$ cat config.mk
export PLATFORM = sky130hd
export DESIGN_NAME = mul_8_seq
export DESIGN_NICKNAME = d
export VERILOG_FILES = /design/src/rtl/mul_8_seq.sv
export SDC_FILE = /design/constraint.sdc
export NUM_CORES = 1
export LEC_CHECK = 0
export BUFFER_PORTS_ARGS = -buffer_cell sky130_fd_sc_hd__buf_4
export CAP_MARGIN = 25
export CORE_MARGIN = 3
export CORE_UTILIZATION = 39
export CTS_CLUSTER_DIAMETER = 200
export DETAILED_ROUTE_END_ITERATION = 10
export HOLD_SLACK_MARGIN = 0.02
export SYNTH_ARGS = -nofsm -noshare
export SYNTH_HDL_FRONTEND = slang
export SYNTH_SLANG_ARGS = --single-unit
$ cat constraint.sdc
create_clock -name clk -period 5.7 [get_ports clk]
set_input_delay 1.14 -clock clk [delete_from_list [all_inputs] [get_ports clk]]
set_output_delay 1.14 -clock clk [all_outputs]
set_load 0.02 [all_outputs]
$ cat src/rtl/mul_8_seq.sv
// Sequential 8x8 unsigned multiplier: shift-and-add over 8 clock cycles,
// valid/ready handshake on both the operand and the product side.
module mul_8_seq (
  input  logic        clk,
  input  logic        rst_n,
  input  logic        in_valid,
  output logic        in_ready,
  input  logic [7:0]  a,
  input  logic [7:0]  b,
  output logic        out_valid,
  input  logic        out_ready,
  output logic [15:0] p
);

  typedef enum logic [1:0] {
    IDLE = 2'd0,
    RUN  = 2'd1,
    DONE = 2'd2
  } state_t;

  state_t      state_q, state_d;
  logic [7:0]  mcand_q, mcand_d;
  logic [7:0]  hi_q, hi_d;
  logic [7:0]  lo_q, lo_d;
  logic [2:0]  cnt_q, cnt_d;
  logic        out_valid_q, out_valid_d;
  logic [8:0]  add_s;

  // 8-bit ripple-carry adder; bit 8 of the result is the carry-out.
  function automatic logic [8:0] rca8(input logic [7:0] x, input logic [7:0] y);
    logic [8:0] r;
    logic       c;
    r = 9'd0;
    c = 1'b0;
    for (int i = 0; i < 8; i++) begin
      r[i] = x[i] ^ y[i] ^ c;
      c    = (x[i] & y[i]) | (c & (x[i] ^ y[i]));
    end
    r[8] = c;
    return r;
  endfunction

  // Next-state and datapath update for the IDLE/RUN/DONE controller.
  always_comb begin
    state_d     = state_q;
    mcand_d     = mcand_q;
    hi_d        = hi_q;
    lo_d        = lo_q;
    cnt_d       = cnt_q;
    add_s       = lo_q[0] ? rca8(hi_q, mcand_q) : {1'b0, hi_q};
    case (state_q)
      IDLE: begin
        if (in_valid) begin
          state_d = RUN;
          mcand_d = a;
          lo_d    = b;
          hi_d    = 8'd0;
          cnt_d   = 3'd0;
        end else begin
          state_d = IDLE;
        end
      end
      RUN: begin
        // Carry-out shifts into hi so no product bit is lost.
        hi_d  = add_s[8:1];
        lo_d  = {add_s[0], lo_q[7:1]};
        cnt_d = cnt_q + 3'd1;
        if (cnt_q == 3'd7) begin
          state_d = DONE;
        end else begin
          state_d = RUN;
        end
      end
      DONE: begin
        if (out_ready) begin
          state_d = IDLE;
        end else begin
          state_d = DONE;
        end
      end
      default: begin
        state_d = IDLE;
      end
    endcase
    out_valid_d = (state_d == DONE);
  end

  // State and datapath registers.
  always_ff @(posedge clk or negedge rst_n) begin
    if (!rst_n) begin
      state_q     <= IDLE;
      mcand_q     <= 8'd0;
      hi_q        <= 8'd0;
      lo_q        <= 8'd0;
      cnt_q       <= 3'd0;
      out_valid_q <= 1'b0;
    end else begin
      state_q     <= state_d;
      mcand_q     <= mcand_d;
      hi_q        <= hi_d;
      lo_q        <= lo_d;
      cnt_q       <= cnt_d;
      out_valid_q <= out_valid_d;
    end
  end

  assign in_ready  = (state_q == IDLE);
  assign out_valid = out_valid_q;
  assign p         = {hi_q, lo_q};

endmodule
==> results.sh <==
export IMPL_ys_seq_area_share_pct=45.77
export IMPL_switching_share_pct=39.97
export IMPL_synth_area_mm2=0.001640
export IMPL_fin_crit_sh_pct=63.77
export IMPL_crit_cells=12
export IMPL_grt_util_met3_pct=3.551
export IMPL_core_mm2=0.003854
export IMPL_dieArea_mm2=0.005020
export IMPL_crit_family="adder cells"
export IMPL_grt_util_met1_pct=16.09
export IMPL_yosysWarnings=0
export IMPL_async_flop_share_pct=100.0
export IMPL_ant_nets=0
export IMPL_max_freq_mhz=275.1
export IMPL_numPortBuffers=37
export IMPL_pin_count=38
export IMPL_crit_required_ps=5810
export IMPL_synth_edf_count=0
export IMPL_clk_path_buf_depth=2
export IMPL_root_buffer="clkbuf_8"
export IMPL_antenna_found_initial=0
export IMPL_via_per_inst=4.968
export IMPL_dr_pass1_iters=3
export IMPL_yosys_cell_count_top_type="dfrtp_1"
export IMPL_wl_um=3155
export IMPL_yosys_area_top_type="dfrtp_1"
export IMPL_htreeDepth=2
export IMPL_max_stage_delay_ps=420
export IMPL_maxSlewViolCount=0
export IMPL_worst_path_buf_inv=2
export IMPL_grt_pass1_wl_um=5223
export IMPL_yosys_most_used_dff="dfrtp_1"
export IMPL_syn_area_per_cell_um2=12.15
export IMPL_initial_core_util_pct=42.56
export IMPL_finalCriticalPeriod_ps=3635
export IMPL_cp_cell_sequence="ha_1 -> fa_1 -> fa_1 -> fa_1 -> fa_1 -> fa_1 -> inv_1 -> fa_1 -> inv_1 -> fa_1 -> mux2i_1 -> o22ai_2"
export IMPL_fin_nets=200
export IMPL_syn_num_nets=165
export IMPL_p_leak_nw=0.9602
export IMPL_relSlewSlack_pct=42.99
export IMPL_holdCritPathClass="reg2reg"
export IMPL_syn_instance_count=135
export IMPL_power_density_mw_per_mm2=587.3
export IMPL_first_iter_violations=44
export IMPL_p_int_mw=0.6956
export IMPL_cp_common_cell="fa_1"
export IMPL_drive_gt1_share_pct=35.88
export IMPL_critPathSlowestCell="fa_1"
export IMPL_drv_cap=0
export IMPL_cts_num_sinks=30
export IMPL_rows=22
export IMPL_diodes=0
export IMPL_worstMarginPinSlew_ps=855.1
export IMPL_cts_hold_buf=0
export IMPL_cts_buffers=5
export IMPL_fin_setup_tns_ps=0
export IMPL_pwr_share_comb_pct=49.7
export IMPL_gr_total_overflow=0
export IMPL_fillers=363
export IMPL_drc=0
export IMPL_yosys_area_top_type_share_pct=45.77
export IMPL_rr_worst_depth=12
export IMPL_cts_tree="built"
export IMPL_synth_common_cells="dfrtp_1, nand2_1, o21ai_1, a21oi_1, mux2_4"
export IMPL_status="finished clean"
export IMPL_clk_latency_ps=270
export IMPL_holdPathStages=1
export IMPL_clk_pin_slew_worst_paths_ps=60
export IMPL_crit_fanout=4
export IMPL_syn2layout_area_growth_pct=20.29
export IMPL_grt_pass1_vias=1118
export IMPL_arrival_ps=3750
export IMPL_end_kind="flop"
export IMPL_die_y_um=70.86
export IMPL_finClkSkew_ps=3.188
export IMPL_p_sw_mw=0.4632
export IMPL_seqCellArea_um2=750.7
export IMPL_num_vias=1083
export IMPL_finalPower_mw=1.159
export IMPL_critPathKind="reg2reg"
export IMPL_wl_per_cell_um=14.47
export IMPL_post_cts_setup_buffers=0
export IMPL_multi_input_area_um2=789.5
export IMPL_ir_worst_vdd_mv=0.2703
export IMPL_die_w_um=70.86
export IMPL_grt_max_degree=31
export IMPL_clkPwrFrac_pct=13.4
export IMPL_finalWeightedCongestion=0.7437
export IMPL_grt_setup_unrepaired="no"
export IMPL_hold_viol_final=0
export IMPL_grt_usage_pct=13.19
export IMPL_p_seq_share_pct=36.9
export IMPL_finalSetupViolCount=0
export IMPL_hpwlAfterDp_um=2154
export IMPL_top_usage_layer="met2"
export IMPL_use_met2_pct=22.86
export IMPL_ys_ff_latch=30
export IMPL_cts_resized=0
export IMPL_synthDistinctLibCells=27
export IMPL_critPathLaunchType="flop"
export IMPL_synth_area_leaders="dfrtp_1, fa_1, mux2_4, o22ai_2, nand2_1"
-- final cells by class --
cell class | instances | share of cell area, %
flip-flops and latches | 30 | 38.05
clock buffers | 7 | 3.868
multi-input cells | 91 | 40.01
inverters | 5 | 0.9512
well taps | 48 | 3.044
repair buffers | 37 | 14.08
-- through the flow --
step / setup slack, ps / instance area [µm²] / instances / util, % / hold WS, ps
floorplan: 2094 / 1640 / 135 / - / 452.2
global placement: 2095 / 1897 / 211 / 49.22 / 474.8
global route: 1957 / 1973 / 218 / 51.20 / 509.2
detailed placement: 2047 / 1897 / 211 / 49.22 / 485.2
finish: 2065 / 1973 / 218 / 51.20 / 490.8
CTS: 2035 / 1973 / 218 / 51.20 / 494.5
-- power by group through the flow --
stage / Clock [mW] / Sequential [mW] / Combinational (mW)
after floorplan: 0 / 0.444 / 0.423
after global placement: 0 / 0.428 / 0.569
after detailed placement: 0 / 0.433 / 0.580
after CTS: 0.162 / 0.431 / 0.588
after global routing: 0.170 / 0.448 / 0.635
final: 0.155 / 0.428 / 0.576
-- cells by family after synthesis --
| kind of cell | synth area share (%) |
|---|---|
| adder cells (fa/ha/maj) | 10.83 |
| multiplexers | 12.28 |
| AO/OA/AOI/OAI | 13.96 |
| buffers and inverters | 6.102 |
| flip-flops | 45.77 |
| AND/OR/NAND/NOR | 11.06 |
-- cells in the final DEF, fill, tap and decap left out --
cell type  synthesis  routed
o21bai_1           1       1
nand3_1            1       1
o21ai_1           11      11
inv_1              5       5
clkbuf_1           1       2
o21bai_2           1       1
nor3b_1            1       1
nor2_1             2       2
nand2_1           20      20
dfrtp_1           30      30
mux2i_1            7       7
nand2b_1           1       1
ha_1               3       3
and3b_1            7       7
mux2_4             8       8
buf_4              0      37
fa_1               7       7
a21oi_1            8       8
o22ai_2            7       7
and2b_4            1       1
o2bb2a_1           1       1
mux2_2             1       1
and2_4             1       1
clkbuf_8           0       5
a22o_1             2       2
-- layer usage --
layer | part of all wire, % | vias up
met4 | 0.60 | 0
li1 | - | 533
met3 | 3.7 | 2
met1 | 45 | 532
met5 | 0 | -
met2 | 51 | 16
-- path summary, 6_finish.rpt --
check                         start  endpoint  slack, ps
max                         hi_q[0]   hi_q[6]       2070
min                        cnt_q[0]  cnt_q[0]        490
max reg2reg                 hi_q[0]   hi_q[6]       2070
min reg2reg                cnt_q[0]  cnt_q[0]        490
max in group asynchronous     rst_n  cnt_q[0]       4620
min in group asynchronous     rst_n   lo_q[2]        790
-- flip-flops by register name (all words and copies together) (netlist names) --
signal	count
hi_q	8
lo_q	8
mcand_q	8
cnt_q	3
state_q	2
out_valid	1
Power figures use the tool's default switching activity.
